<file path="src/rtl/div_sequencer.sv">
// Multi-cycle RV64M divide/remainder unit (DIV/DIVU/REM/REMU and -W forms).
// Radix-2 restoring shift-subtract; divide-by-zero and signed overflow resolve early.
module div_sequencer (
    input  logic        clk,
    input  logic        reset,
    input  logic        flush,
    input  logic        in_valid,
    output logic        in_ready,
    input  logic [63:0] a,
    input  logic [63:0] b,
    input  logic [2:0]  funct3,
    input  logic        width_32,
    output logic        out_valid,
    input  logic        out_ready,
    output logic [63:0] result,
    output logic        busy
);

    typedef enum logic [2:0] {
        IDLE,
        PREP,
        ITER,
        FIX,
        DONE
    } state_t;

    state_t state, state_nxt;

    logic [2:0]  fn_q;
    logic        w32_q;
    logic [63:0] a_q;
    logic [63:0] b_q;
    // Dividend bits leave from the top while quotient bits enter at the bottom.
    logic [63:0] dvd_q;
    logic [63:0] dvs_q;
    logic [63:0] rem_q;
    logic [6:0]  cnt_q;
    logic        neg_q;
    logic        neg_r;
    logic [63:0] result_q;

    // Operand extraction and special-case detection, consumed in PREP.
    logic        is_signed;
    logic        sa;
    logic        sb;
    logic [63:0] a_ext;
    logic [63:0] b_ext;
    logic [63:0] a_sx;
    logic [63:0] a_mag;
    logic [63:0] b_mag;
    logic        b_zero;
    logic        ovf;
    logic        special;
    logic [63:0] special_res;

    // NOTE: every always_comb output gets a default first so no path leaves a latch.
    always_comb begin
        is_signed   = ~fn_q[0];
        a_ext       = a_q;
        b_ext       = b_q;
        a_sx        = a_q;
        if (w32_q) begin
            a_sx  = {{32{a_q[31]}}, a_q[31:0]};
            a_ext = is_signed ? {{32{a_q[31]}}, a_q[31:0]} : {32'b0, a_q[31:0]};
            b_ext = is_signed ? {{32{b_q[31]}}, b_q[31:0]} : {32'b0, b_q[31:0]};
        end
        sa          = is_signed & a_ext[63];
        sb          = is_signed & b_ext[63];
        a_mag       = sa ? (64'd0 - a_ext) : a_ext;
        b_mag       = sb ? (64'd0 - b_ext) : b_ext;
        b_zero      = (b_ext == 64'd0);
        ovf         = is_signed && (b_ext == {64{1'b1}}) &&
                      (a_ext == (w32_q ? 64'hFFFF_FFFF_8000_0000 : 64'h8000_0000_0000_0000));
        special     = ~fn_q[2] | b_zero | ovf;
        special_res = 64'd0;
        if (!fn_q[2]) begin
            special_res = 64'h0000_0000_DEAD_BEEF;
        end else if (b_zero) begin
            special_res = fn_q[1] ? a_sx : {64{1'b1}};
        end else begin
            special_res = fn_q[1] ? 64'd0 : a_ext;
        end
    end

    // One restoring step; the shifted remainder needs N+1 bits before the compare.
    logic [64:0] rem_sh;
    logic [63:0] rem_sub;
    logic        take;

    always_comb begin
        rem_sh  = {rem_q, dvd_q[63]};
        take    = (rem_sh >= {1'b0, dvs_q});
        rem_sub = rem_sh[63:0] - dvs_q;
    end

    // Sign fix-up and selection; -W results are always sign-extended from bit 31.
    logic [63:0] q_raw;
    logic [63:0] q_fix;
    logic [63:0] r_fix;
    logic [63:0] sel;
    logic [63:0] fix_res;

    always_comb begin
        q_raw   = w32_q ? {32'b0, dvd_q[31:0]} : dvd_q;
        q_fix   = neg_q ? (64'd0 - q_raw) : q_raw;
        r_fix   = neg_r ? (64'd0 - rem_q) : rem_q;
        sel     = fn_q[1] ? r_fix : q_fix;
        fix_res = w32_q ? {{32{sel[31]}}, sel[31:0]} : sel;
    end

    always_comb begin
        state_nxt = state;
        case (state)
            IDLE: if (in_valid && !flush) state_nxt = PREP;
            PREP: state_nxt = special ? DONE : ITER;
            ITER: if (cnt_q == 7'd1) state_nxt = FIX;
            FIX:  state_nxt = DONE;
            DONE: if (out_ready) state_nxt = IDLE;
            default: state_nxt = IDLE;
        endcase
        if (flush) state_nxt = IDLE;
    end

    // NOTE: sequential state uses non-blocking assignments only, so every flop
    // samples pre-edge values regardless of statement order.
    always_ff @(posedge clk or posedge reset) begin
        if (reset) begin
            state <= IDLE;
        end else begin
            state <= state_nxt;
        end
    end

    always_ff @(posedge clk or posedge reset) begin
        if (reset) begin
            fn_q     <= 3'd0;
            w32_q    <= 1'b0;
            a_q      <= 64'd0;
            b_q      <= 64'd0;
            dvd_q    <= 64'd0;
            dvs_q    <= 64'd0;
            rem_q    <= 64'd0;
            cnt_q    <= 7'd0;
            neg_q    <= 1'b0;
            neg_r    <= 1'b0;
            result_q <= 64'd0;
        end else begin
            case (state)
                IDLE: begin
                    if (in_valid && in_ready) begin
                        fn_q  <= funct3;
                        w32_q <= width_32;
                        a_q   <= a;
                        b_q   <= b;
                    end
                end
                PREP: begin
                    dvd_q <= w32_q ? {a_mag[31:0], 32'b0} : a_mag;
                    dvs_q <= b_mag;
                    rem_q <= 64'd0;
                    cnt_q <= w32_q ? 7'd32 : 7'd64;
                    neg_q <= sa ^ sb;
                    neg_r <= sa;
                    if (special) result_q <= special_res;
                end
                ITER: begin
                    rem_q <= take ? rem_sub : rem_sh[63:0];
                    dvd_q <= {dvd_q[62:0], take};
                    cnt_q <= cnt_q - 7'd1;
                end
                FIX: begin
                    result_q <= fix_res;
                end
                default: ;
            endcase
        end
    end

    always @(posedge clk) begin
        if (!reset && state == PREP) begin
            assert (fn_q[2]) else $error("div_sequencer: illegal funct3 %b", fn_q);
        end
    end

    assign in_ready  = (state == IDLE) && !flush;
    assign out_valid = (state == DONE);
    assign busy      = (state != IDLE);
    assign result    = result_q;

endmodule

</file>
<file path="config.mk">
export PLATFORM = sky130hd
export DESIGN_NAME = div_sequencer
export DESIGN_NICKNAME = d
export VERILOG_FILES = /design/src/rtl/div_sequencer.sv
export SDC_FILE = /design/constraint.sdc
export NUM_CORES = 2
export LEC_CHECK = 0
export CAP_MARGIN = 0
export CELL_PAD_IN_SITES_DETAIL_PLACEMENT = 1
export CELL_PAD_IN_SITES_GLOBAL_PLACEMENT = 1
export CORE_AREA = 5 5 302 304
export DETAILED_ROUTE_END_ITERATION = 10
export DIE_AREA = 0 0 307 309
export PLACE_DENSITY_LB_ADDON = 0.1
export SYNTH_ARGS = -nofsm -noshare
export SYNTH_HDL_FRONTEND = slang
export SYNTH_SLANG_ARGS = --single-unit
</file>
<file path="constraint.sdc">
create_clock -name clk -period 18.1 [get_ports clk]
set_clock_uncertainty 0.2 [all_clocks]
set_input_delay 2.715 -clock clk [delete_from_list [all_inputs] [get_ports clk]]
set_output_delay 2.715 -clock clk [all_outputs]
set_load 0.005 [all_outputs]
</file>
==> summary.md <==
The run finished with clean final reports. After layout, the design draws a total of 5.417 mW. The final worst-path cycle share works out to 40.63%. The critical path goes through clkdlybuf4s50_1 -> nor4_1 -> clkdlybuf4s50_1.

The tools report the share of the yosys chip area belonging to registers as 35.77%. The top cell types in the final layout, fill and taps aside, are sky130_fd_sc_hd__dfrtp_1, sky130_fd_sc_hd__o21ai_0, sky130_fd_sc_hd__nand2_1. The longest clock path from root to sink contains 3 buffers. The critical-path cell with the highest stage delay is sky130_fd_sc_hd__clkdlybuf4s50_1. Global routing finished with a remaining overflow of 0.

The first routing iteration left 1758 violations. The H-tree was split into 2 levels. The run gives 0.2750 ns as the worst hold-check slack. The die is 309 um tall.

The leakage power total is 13.58 nW. TritonCTS built the clock tree. The number of clock buffers added by TritonCTS is 52. In the final timing run, aggregate negative setup slack is 0 ns.

The tools report the worst reg-to-reg setup slack as 12.63 ns. The power density over the cells is 165.1 mW/mm2, and the placer's final routability congestion estimate is 0.8692. The first detailed-routing pass ran for 7 iterations.

In this run the tightest slew margin relative to its limit is 19.36%. The library cell used most frequently in the layout, excluding fill and tap cells, is sky130_fd_sc_hd__dfrtp_1. The data required time of the worst path was 15.19 ns. The path class of the tightest hold or removal check is reg2reg. The cell repeated most along the worst path was sky130_fd_sc_hd__clkdlybuf4s50_1.

In the routed design, unresolved DRC markers number 0. Post-CTS repair changed the size of 0 cells. The Yosys step of the flow raised 0 warnings.

After layout, the minimum clock period comes to 7.355 ns. For the number of global-route vias before repair, the log shows 27510. After detailed routing, the average wire length per cell comes to 25.23 um. The run gives 0 as the number of buffers inserted by post-CTS setup repair.

Setup repair after global routing left no endpoint under its margin. The total of buffers placed on input and output ports is 203, and the standard-cell row count is 109. Relative to the synthesized area, the layout overhead comes to 17.26%. The tools report the kind of end point of the critical path as an output port.

Summed over all layers, the routed wires come to 117100 um. Global routing used 23.96% of the available tracks across all layers. The first global-routing pass estimated 177100 um of wire.

The detail route stage leaves a number of antenna-violating nets equal to 0. The floorplan step set the die width to 307 um. The tools report the number of hold-slack violations in the final timing report as 0.

Count of pins over their slew limit: 0. Setup slack on the critical path of the routed design comes to 10.75 ns. The synthesized instance count was 3379.

Data on the critical path arrives at its endpoint at 4.44 ns. The kind of start point of the critical path was an input pin. The layout cell share with drive strength beyond 1 was 8.837%. Summing over every cut layer, the via total after detailed routing is 26370.

A synthesized cell averages 8.280 um2. During I/O placement, the number of pins put on the boundary was 204. Distinct cell type count of the synthesized netlist: 87. The combined area of all synthesized cells is 0.02798 mm2, and the transition at the pin with the smallest max-transition slack is 1.208 ns. For this run, the top clock speed supported by timing is 136.0 MHz. By startpoint and endpoint, the worst setup path is classified as in2out. Prior to clock tree synthesis, the placed netlist has a worst setup slack of 10.70 ns.

Clock-pin slew was measured on the worst setup and hold paths at 0.05 ns. Detailed placement ended at an HPWL of 88010 um. At the end of the flow, the number of nets in the layout was 3640.

In this run, synthesis produced a sequential element count of 400. The worst-case IR drop observed on VDD is 0.07065 mV. In this run the clock root is driven by a sky130_fd_sc_hd__clkbuf_16.

Along the worst path, the maximum fanout reaches 4. For the total die area, the log shows 0.09486 mm2. Once the floorplan was initialized, standard cells occupied 31.81% of the core. For this run, asynchronously set or reset flops after synthesis account for 100.0%. The later-pin clock latency in the skew report is 0.63 ns. The number of nets handed over by synthesis was 3588. Entering global routing, the biggest net connects 116 pins. The number of vias per cell after detailed routing was 5.682. The number of antenna violations at the first check in global routing was 1. The synthesized design contains 0 enable-type register cells.

For the count of hold-fix buffers inserted at cts, the log shows 0. For this run, the leading register cell type out of synthesis is sky130_fd_sc_hd__dfrtp_1. The tools report the clock sink count as 400. The area of the core is 0.08797 mm2.

For this run, the slowest stage of the critical path takes 0.64 ns. Max-cap violations in this run came to 0. Setup violations remaining at the end of the flow were counted as 0.
==> cell usage after synthesis (20+ instances only) <==
library cell,instances,share of area [%]
sky130_fd_sc_hd__xor2_1,152,4.8
sky130_fd_sc_hd__or3_1,37,0.83
sky130_fd_sc_hd__dfrtp_1,400,36
sky130_fd_sc_hd__a211oi_1,29,0.78
sky130_fd_sc_hd__a21oi_1,306,5.5
sky130_fd_sc_hd__mux2_2,133,5.4
sky130_fd_sc_hd__a31oi_1,24,0.54
sky130_fd_sc_hd__a22oi_1,37,0.99
sky130_fd_sc_hd__inv_1,119,1.6
sky130_fd_sc_hd__buf_1,20,0.27
sky130_fd_sc_hd__nor4_1,45,1.0
sky130_fd_sc_hd__clkbuf_1,202,2.7
sky130_fd_sc_hd__o41ai_1,22,0.69
sky130_fd_sc_hd__nand2b_1,24,0.54
sky130_fd_sc_hd__nor3_1,54,0.97
sky130_fd_sc_hd__o21ai_0,396,7.1
sky130_fd_sc_hd__nor2_1,284,3.8
sky130_fd_sc_hd__xnor2_1,151,4.7
sky130_fd_sc_hd__a21o_1,58,1.6
sky130_fd_sc_hd__o211ai_1,22,0.59
sky130_fd_sc_hd__or4_1,28,0.75
sky130_fd_sc_hd__nand4_1,39,0.87
sky130_fd_sc_hd__nand2_1,333,4.5
sky130_fd_sc_hd__nand3_1,44,0.79
sky130_fd_sc_hd__ha_1,71,3.2
sky130_fd_sc_hd__o31ai_1,52,1.4
==> power by group <==
| group | switching, mW | internal (mW) |
|---|---|---|
| combinational | 1.59 | 0.994 |
| sequential | 0.471 | 1.19 |
| clock | 0.448 | 0.725 |
| total | 2.51 | 2.91 |
==> cell type report <==
| class | instances | area, um2 |
|---|---|---|
| Inverter | 120 | 457.9 |
| Tap cell | 1165 | 1458 |
| Timing Repair Buffer | 237 | 2300 |
| Sequential cell | 400 | 10020 |
| Multi-Input combinational cell | 2620 | 16660 |
| Clock inverter | 29 | 445.4 |
| Antenna cell | 2 | 5.005 |
| Clock buffer | 68 | 1463 |
| Fill cell | 10260 | 55160 |
==> registers in the layout, indices dropped and copies added, names as in the netlist <==
signal	cells
a_q	64
b_q	64
cnt_q	7
dvd_q	64
dvs_q	64
fn_q	3
neg_q	1
neg_r	1
rem_q	64
result	64
state	3
w32_q	1
==> worst max-delay path, delay by kind of cell <==
kind          cells  cell delay [ns]
buf+inv           2             1.10
simple gates      1             0.62
==> path summary, 6_finish.rpt <==
| kind | startpoint | to | cells past startpoint |
|---|---|---|---|
| worst max register to register | w32_q$_DFFE_PP0P_ | result[27]$_DFFE_PP0P_ | 10 |
| min in group asynchronous | reset | b_q[37]$_DFFE_PP0P_ | 2 |
| worst min register to register | cnt_q[4]$_DFFE_PP0P_ | cnt_q[4]$_DFFE_PP0P_ | 1 |
| max in group asynchronous | reset | fn_q[1]$_DFFE_PP0P_ | 4 |
| worst min-delay path | cnt_q[4]$_DFFE_PP0P_ | cnt_q[4]$_DFFE_PP0P_ | 1 |
| worst max-delay path | flush | in_ready | 3 |
==> cells by family after synthesis <==
| logic type | after synthesis | synth area share (%) |
|---|---|---|
| AOI/OAI and AO/OA | 1121 | 24.20 |
| adders and majority gates | 74 | 3.318 |
| muxes | 145 | 5.782 |
| and+or+nand+nor | 977 | 16.51 |
| DFF | 400 | 35.77 |
| buffers and inverters | 359 | 4.937 |
| xor gates and xnor gates | 303 | 9.485 |
==> metal layers <==
layer / part of all wire (%) / vias to the layer above / wire [um] / GRT usage [%]
met5: 0 / - / 0 / 0
met4: 2.2 / 0 / 2529 / 4.993
met3: 4.4 / 130 / 5122 / 3.143
met2: 47 / 582 / 54670 / 39.90
met1: 47 / 13430 / 54770 / 33.65
li1: - / 12230 / - / -
==> through the flow <==
step / util, % / area [um2] / cells
floorplan: - / 27980 / 3379
global route: 37.29 / 32800 / 4639
CTS: 37.29 / 32800 / 4639
global placement: 35.12 / 30900 / 4542
detailed placement: 35.12 / 30900 / 4542
finish: 37.30 / 32810 / 4641
Power figures use the tool's default switching activity.
